$ cat src/rtl/input_conditioner_if.sv
// rtl/input_conditioner_if.sv - signal bundle between a raw-input source and the input conditioner
interface input_conditioner_if;
  logic       raw_in;
  logic       clear_count;
  logic       y_out;
  logic       rise_pulse;
  logic       fall_pulse;
  logic       busy;
  logic [7:0] glitch_count;

  // Source side: drives the raw level and the debug clear, observes the conditioned outputs
  modport master (
    output raw_in,
    output clear_count,
    input  y_out,
    input  rise_pulse,
    input  fall_pulse,
    input  busy,
    input  glitch_count
  );

  // Conditioner side
  modport slave (
    input  raw_in,
    input  clear_count,
    output y_out,
    output rise_pulse,
    output fall_pulse,
    output busy,
    output glitch_count
  );
endinterface

$ cat src/rtl/input_conditioner.sv
// rtl/input_conditioner.sv - synchronizer, debounce FSM, edge pulses and saturating glitch counter
module input_conditioner #(
  parameter int DEBOUNCE_CYCLES = 4,
  parameter int CNT_WIDTH       = 8
) (
  input  logic                 clock,
  input  logic                 reset,
  input_conditioner_if.slave   bus
);

  typedef enum logic [1:0] {
    STABLE_LOW,
    WAIT_HIGH,
    STABLE_HIGH,
    WAIT_LOW
  } state_t;

  localparam logic [CNT_WIDTH-1:0] CNT_ONE  = CNT_WIDTH'(1);
  localparam logic [CNT_WIDTH-1:0] CNT_LAST = CNT_WIDTH'(DEBOUNCE_CYCLES - 1);
  // With a single-sample debounce the WAIT states are skipped entirely
  localparam bit                   DIRECT   = (DEBOUNCE_CYCLES == 1);

  logic                 r_s1;
  logic                 r_s2;
  state_t               r_state;
  logic [CNT_WIDTH-1:0] r_cnt;
  logic                 r_y;
  logic                 r_rise;
  logic                 r_fall;
  logic [7:0]           r_glitch;

  state_t               w_state_nxt;
  logic [CNT_WIDTH-1:0] w_cnt_nxt;
  logic                 w_y_nxt;
  logic                 w_rise_nxt;
  logic                 w_fall_nxt;
  logic                 w_glitch_evt;
  logic [7:0]           w_glitch_nxt;

  // Two-flop synchronizer; only r_s2 is trusted downstream
  always_ff @(posedge clock or posedge reset) begin
    if (reset) begin
      r_s1 <= 1'b0;
      r_s2 <= 1'b0;
    end else begin
      r_s1 <= bus.raw_in;
      r_s2 <= r_s1;
    end
  end

  // FSM state, qualification counter, registered level/pulses and glitch counter
  always_ff @(posedge clock or posedge reset) begin
    if (reset) begin
      r_state  <= STABLE_LOW;
      r_cnt    <= '0;
      r_y      <= 1'b0;
      r_rise   <= 1'b0;
      r_fall   <= 1'b0;
      r_glitch <= 8'd0;
    end else begin
      r_state  <= w_state_nxt;
      r_cnt    <= w_cnt_nxt;
      r_y      <= w_y_nxt;
      r_rise   <= w_rise_nxt;
      r_fall   <= w_fall_nxt;
      r_glitch <= w_glitch_nxt;
    end
  end

  // Next-state logic: a candidate level must persist DEBOUNCE_CYCLES samples to be accepted
  always_comb begin
    w_state_nxt  = r_state;
    w_cnt_nxt    = r_cnt;
    w_y_nxt      = r_y;
    w_rise_nxt   = 1'b0;
    w_fall_nxt   = 1'b0;
    w_glitch_evt = 1'b0;
    case (r_state)
      STABLE_LOW: begin
        if (r_s2) begin
          if (DIRECT) begin
            w_state_nxt = STABLE_HIGH;
            w_y_nxt     = 1'b1;
            w_rise_nxt  = 1'b1;
            w_cnt_nxt   = '0;
          end else begin
            w_state_nxt = WAIT_HIGH;
            w_cnt_nxt   = CNT_ONE;
          end
        end
      end
      WAIT_HIGH: begin
        if (r_s2) begin
          if (r_cnt == CNT_LAST) begin
            w_state_nxt = STABLE_HIGH;
            w_y_nxt     = 1'b1;
            w_rise_nxt  = 1'b1;
            w_cnt_nxt   = '0;
          end else begin
            w_cnt_nxt   = r_cnt + CNT_ONE;
          end
        end else begin
          w_state_nxt  = STABLE_LOW;
          w_cnt_nxt    = '0;
          w_glitch_evt = 1'b1;
        end
      end
      STABLE_HIGH: begin
        if (!r_s2) begin
          if (DIRECT) begin
            w_state_nxt = STABLE_LOW;
            w_y_nxt     = 1'b0;
            w_fall_nxt  = 1'b1;
            w_cnt_nxt   = '0;
          end else begin
            w_state_nxt = WAIT_LOW;
            w_cnt_nxt   = CNT_ONE;
          end
        end
      end
      WAIT_LOW: begin
        if (!r_s2) begin
          if (r_cnt == CNT_LAST) begin
            w_state_nxt = STABLE_LOW;
            w_y_nxt     = 1'b0;
            w_fall_nxt  = 1'b1;
            w_cnt_nxt   = '0;
          end else begin
            w_cnt_nxt   = r_cnt + CNT_ONE;
          end
        end else begin
          w_state_nxt  = STABLE_HIGH;
          w_cnt_nxt    = '0;
          w_glitch_evt = 1'b1;
        end
      end
      default: begin
        w_state_nxt = STABLE_LOW;
        w_cnt_nxt   = '0;
      end
    endcase
  end

  // Glitch counter: clear has priority over a same-edge rejection; saturates instead of wrapping
  always_comb begin
    w_glitch_nxt = r_glitch;
    if (bus.clear_count) begin
      w_glitch_nxt = 8'd0;
    end else if (w_glitch_evt && (r_glitch != 8'hFF)) begin
      w_glitch_nxt = r_glitch + 8'd1;
    end
  end

  assign bus.y_out        = r_y;
  assign bus.rise_pulse   = r_rise;
  assign bus.fall_pulse   = r_fall;
  assign bus.busy         = (r_state == WAIT_HIGH) || (r_state == WAIT_LOW);
  assign bus.glitch_count = r_glitch;

endmodule

$ cat src/flat_wrapper.sv
// flat-port wrapper written by rule: the top's interface ports become plain ports
module input_conditioner_flat 
#(
  parameter int DEBOUNCE_CYCLES = 4,
  parameter int CNT_WIDTH       = 8
)
  (clock, reset, bus_raw_in, bus_clear_count, bus_y_out, bus_rise_pulse, bus_fall_pulse, bus_busy, bus_glitch_count);
  input_conditioner_if bus_i ();
  input  logic clock;
  input  logic reset;
  input wire logic [$bits(bus_i.raw_in)-1:0] bus_raw_in;
  input wire logic [$bits(bus_i.clear_count)-1:0] bus_clear_count;
  output wire logic [$bits(bus_i.y_out)-1:0] bus_y_out;
  output wire logic [$bits(bus_i.rise_pulse)-1:0] bus_rise_pulse;
  output wire logic [$bits(bus_i.fall_pulse)-1:0] bus_fall_pulse;
  output wire logic [$bits(bus_i.busy)-1:0] bus_busy;
  output wire logic [$bits(bus_i.glitch_count)-1:0] bus_glitch_count;
  assign bus_i.raw_in = bus_raw_in;
  assign bus_i.clear_count = bus_clear_count;
  assign bus_y_out = bus_i.y_out;
  assign bus_rise_pulse = bus_i.rise_pulse;
  assign bus_fall_pulse = bus_i.fall_pulse;
  assign bus_busy = bus_i.busy;
  assign bus_glitch_count = bus_i.glitch_count;
  input_conditioner #(.DEBOUNCE_CYCLES(DEBOUNCE_CYCLES), .CNT_WIDTH(CNT_WIDTH)) u_core (.clock(clock), .reset(reset), .bus(bus_i));
endmodule
$ cat config.mk
export PLATFORM = sky130hd
export DESIGN_NAME = input_conditioner_flat
export DESIGN_NICKNAME = d
export VERILOG_FILES = /design/src/rtl/input_conditioner_if.sv /design/src/rtl/input_conditioner.sv /design/src/flat_wrapper.sv
export SDC_FILE = /design/constraint.sdc
export NUM_CORES = 1
export LEC_CHECK = 0
export BUFFER_PORTS_ARGS = -buffer_cell sky130_fd_sc_hd__buf_2
export CAP_MARGIN = 20
export CORE_AREA = 2 2 78 43
export DETAILED_ROUTE_END_ITERATION = 8
export DIE_AREA = 0 0 80 45
export GPL_TIMING_DRIVEN = 0
export PLACE_DENSITY = 0.69
export REMOVE_ABC_BUFFERS = 1
export SYNTH_ARGS = -nofsm -noshare
export SYNTH_HDL_FRONTEND = slang
export SYNTH_SLANG_ARGS = --single-unit
export TNS_END_PERCENT = 10
$ cat constraint.sdc
create_clock -name clock -period 4.21 [get_ports clock]
set_input_delay 0.421 -clock clock [delete_from_list [all_inputs] [get_ports clock]]
set_output_delay 0.421 -clock clock [all_outputs]
set_load 0.01 [all_outputs]
# Word-level counts from Yosys, hierarchy flattened
# Cells that the tools add are included.
[word_totals] reg_bits=23 out_inout_bits=12 elab_cells=59
[classes] add_sub_neg=2 n_eq_ne=13 n_mux=28 n_reduce_logical=8
[ops] op="8-bit 2-to-1 mux" n=7
[ops] op="8-bit one-hot mux with 4 select lines" n=1
[ops] op="8-bit by 1-bit adder with 8-bit output, second input constant" n=2
[ops] op="2-bit 2-to-1 mux" n=6
[ops] op="1-bit 2-to-1 mux" n=11
[ops] op="8-bit by 2-bit == test with 1-bit output, second input constant" n=1
[ops] op="2-bit by 1-bit inequality test with 1-bit output, second input constant" n=4
[ops] op="8-bit inequality test, second input constant" n=1
[ops] op="2-bit one-hot mux with 4 select lines" n=1
[ops] op="5-bit AND reduction" n=1
[ops] op="2-bit == test, second input constant" n=2
[ops] op="2-bit inequality test, second input constant" n=2
[ops] op="1-bit one-hot mux with 2 select lines" n=2
[ops] op="4-bit AND reduction" n=1
[ops] op="2-bit nonzero test" n=2
[ops] op="3-bit by 1-bit inequality test with 1-bit output, second input constant" n=1
[ops] op="3-bit inequality test, second input constant" n=1
[ops] op="2-bit by 1-bit == test with 1-bit output, second input constant" n=1
[ops] op="2-bit logical NOT" n=1
[ops] op="2-bit AND reduction" n=1
[ops] op="1-bit logical AND" n=1
[ops] op="1-bit logical OR" n=1

# Depth between registers and ports, before layout
[depth] depth_word=5 ltp_mapped=5 ltp_nobuf=5

# Worst setup path after synthesis
# OpenSTA, ideal clock, no wires.
[synth_timing] path_type="flip-flop to flip-flop" start="register u_core.r_cnt[0]" end="register u_core.r_cnt[2]" t_arrival_ns=1.686 slack_ns=2.387 stages_incl_launch_ff=6 n_path_buf=0 cell_sequence="dfrtp_1 > ha_1 > or4b_4 > or4_4 > a31oi_1 > a31oi_1"
[synth_between] elab_chain_len=4 elab_cells_between_ends=6
[synth_lines] item="start, declared" line_no="input_conditioner.sv:26" source="logic [CNT_WIDTH-1:0] r_cnt;"
[synth_lines] item="start signal, assigned" line_no="input_conditioner.sv:62" source="r_cnt <= w_cnt_nxt;"
[synth_lines] item="8-bit by 1-bit adder with 8-bit output / 8-bit by 2-bit == test with 1-bit output (equally long branches)"
[synth_lines] item="8-bit 2-to-1 mux *" line_no="input_conditioner.sv:94, input_conditioner.sv:123"
[synth_lines] item="8-bit 2-to-1 mux, on equally long branches" line_no="input_conditioner.sv:122, input_conditioner.sv:93"
[synth_lines] item="8-bit one-hot mux with 4 select lines *" line_no="input_conditioner.sv:78" source="case (r_state)"
# Mark *: on every way between the ends. The rest lies on a longest branch, timed or not.
# A chain may end at the register's enable or synchronous reset.

# Worst setup path in the final report
# Same ends and word-level chain as after synthesis.

==> results by group <==
Die
  – Chip Height: 45 um
  – IO Pins: 16
  – Initial Util: 43.6%
  – FP Rows: 14
  – Die Wd: 80 um
  – CORE AREA: 0.00287 mm^2
  – Die ar.: 0.00360 mm^2

Setup path
  – Crit path capture type: flop
  – R2R Setup Slk: 2.28 ns
  – Startpoint Class: flop
  – Worst-path fanout max: 4
  – CP most frequent cell: a31oi_1
  – Reg2Reg Depth: 5
  – Critical Path Start: u_core.r_cnt[0]
  – Critical path cell sequence: ha_1 -> or4b_4 -> or4_4 -> a31oi_1 -> a31oi_1
  – Largest stage delay, worst path: 0.50 ns
  – Top Family by Delay on Critical Path: simple AND/OR/NAND/NOR gates
  – Crit path kind: flop to flop
  – Reg-to-reg startpoint: u_core.r_cnt[0]
  – Worst EP required: 4.35 ns
  – Worst path bufs/invs: 0
  – CP arrival: 2.07 ns
  – Worst path slowest cell: or4b_4
  – Reg2reg end: u_core.r_cnt[2]

Final layout
  – Nets: 140
  – Synth-to-layout area growth: 9.79%
  – Share of cells above drive strength 1: 20.5%
  – Diode count: 0
  – Post-route cell area: 0.00138 mm^2

Yosys
  – Mean post-synth cell area: 10.5 um^2
  – Synthesized area: 0.00125 mm^2
  – Yosys warnings: 0
  – Main area contributors after synthesis: dfrtp_1 46%, nand3_1 3.6%, a31oi_1 3.0%
  – Synth area leader: dfrtp_1
  – Yosys top cell area share: 46.0%
  – Synth Flop Type: dfrtp_1
  – Syn Inst Count: 119
  – Post-synth EDFFs: 0
  – Seq/Total Area, Yosys: 46.0%
  – Synth unique cells: 42
  – Async SR Flop Fraction: 100%
  – Post-synth top cells: 23 x dfrtp_1, 9 x nand3_1, 8 x nand2_1
  – Synthesis-stage register bit count: 23
  – Most frequent cell after synthesis: dfrtp_1

STA
  – Hold slack: 0.266 ns
  – Clock skew after layout: 0.00804 ns
  – Final hold vios: 0
  – Final Max Slew Viols: 0
  – Worst setup margin: 2.28 ns
  – Highest Clock Rate: 0.518 GHz
  – Post-layout min period: 1.93 ns
  – RSZ-0062 raised after global routing: false
  – Ratio of final minimum period to clock period: 45.9%
  – Final-report setup violation count: 0
  – Tightest Pin Transition: 0.840 ns
  – Relative slew slack: 43.9%
  – TNS Setup: 0 ns

Global routing
  – GRT Overall Usage: 15.5%
  – Initial antenna violation count: 0
  – First-pass GRT wire length: 4.13 mm
  – Pin count of the biggest net entering global routing: 24
  – GRT overflow: 0
  – Vias in the first global route: 870

Routing
  – Drt pass-1 iters: 4
  – Wire per inst: 13.8 um
  – Routed Antenna Nets: 0
  – DR vias/cell: 5.59
  – Starting DRC count in detailed routing: 79
  – Routed WL: 2.38 mm
  – Remaining DRCs: 0
  – Routed vias: 962

Hold path
  – Hold Path Origin: bus_raw_in
  – Hold endpoint: u_core.r_s1
  – Hold path cells: 1
  – Hold crit path type: input pin to flop

Power
  – PD cells: 483 mW/mm^2
  – Leak: 0.621 nW
  – VDD IR max: 0.000182 V

Place
  – Place WS: 2.27 ns
  – Placed inst area: 0.00133 mm^2
  – Dpl hpwl: 1.81 mm
  – RD Place Congestion: 0.871
  – IO buf count: 15

Clocking
  – Clk root buf: clkbuf_8
  – Post-CTS Hold Buffers: 0
  – CTS Buffer Depth: 2
  – H-tree lvl count: 1
  – CTS tree: built
  – Post-CTS Setup Bufs: 0
  – CTS buffer count: 3
  – Clock latency on the worst-skew pair: 0.26 ns
  – Reg clk slew, reported paths: 0.08 ns
  – TritonCTS Sinks: 23
  – Post-cts sizing count: 0

Status
  – Outcome: completed

Job
  – Max-cap check violation count: 0
[layer usage]
| metal | GRT usage, % | wire length, um | vias up | part of all wire [%] |
|---|---|---|---|---|
| met3 | 5.40 | 159 | 2 | 6.7 |
| met1 | 22.1 | 1170 | 453 | 49 |
| met2 | 22.5 | 1030 | 35 | 43 |
| li1 | - | - | 472 | - |
| met4 | 5.08 | 30 | 0 | 1.3 |
| met5 | 0 | 0 | - | 0 |
[placed cells by master, fill, tap and decap left out, drive strengths merged]
cell     synthesis  final
nor3b            1      1
or4              3      3
a21oi            3      3
o21ai            5      5
a31oi            6      6
nand2            9      9
nand4bb          1      1
nand3            9      9
nor2b            1      1
a41oi            2      2
and2             1      1
a211oi           1      1
dfrtp           23     23
mux2             1      1
buf              5     15
nor4             2      2
or3              2      2
xor2             2      2
or4b             1      1
clkbuf           1      4
or2b             1      1
o311ai           1      1
inv              5      5
and3             4      4
a22o             3      3
ha               3      3
nand2b           1      1
nor2             7      7
and4             1      1
o31a             1      1
nand3b           1      1
o31ai            3      3
mux2i            3      3
xnor2            1      1
nor3             5      5
[per-stage QoR]
stage / utilization, % / std cells / power (mW)
final: 47.9 / 172 / 0.664
after global routing: 47.9 / 172 / 0.715
after CTS: 47.9 / 172 / 0.670
after detailed placement: 46.3 / 168 / 0.536
after global placement: 46.3 / 168 / 0.526
after floorplan: - / 113 / 0.473
[power breakdown]
group / switching [mW] / internal [mW]
Sequential: 0.0607 / 0.252
Combinational: 0.123 / 0.0968
Clock: 0.0644 / 0.0674
[state kept, by name (all words and copies together), names as in the netlist, named ones only]
| register | flops |
|---|---|
| u_core.bus.fall_pulse | 1 |
| u_core.bus.rise_pulse | 1 |
| u_core.bus.y_out | 1 |
| u_core.r_s2 | 1 |
| u_core.r_state | 1 |
| u_core.bus.glitch_count | 8 |
| u_core.r_cnt | 8 |
| u_core.r_s1 | 1 |
[logic make-up after synthesis]
family,after synthesis,share of synthesized area (%)
simple gates,50,25.7
compound gates,25,14.1
flops,23,46.0
buf+inv,11,5.29
mux,4,3.30
xor+xnor,3,2.70
fa+ha+maj,3,3.00
[area by class of cell]
type | count | area (um^2)
Timing Repair Buffer | 15 | 75.1
Multi-Input combinational cell | 85 | 611
Clock buffer | 4 | 45.0
Inverter | 5 | 18.8
Sequential cell | 23 | 576
Tap cell | 40 | 50.0
Fill cell | 290 | 1500
[how the worst max path moves through the flow]
stage	slack (ns)	endpoint	cells past startpoint
2_1_floorplan	2.39	u_core.r_cnt[2]	5
3_3_place_gp	2.30	u_core.r_cnt[2]	5
3_5_place_dp	2.27	u_core.r_cnt[2]	5
4_1_cts	2.27	u_core.r_cnt[2]	5
5_1_grt	2.18	u_core.r_cnt[2]	5
6_report	2.28	u_core.r_cnt[2]	5
No activity file was read; power rests on OpenSTA's default activity.
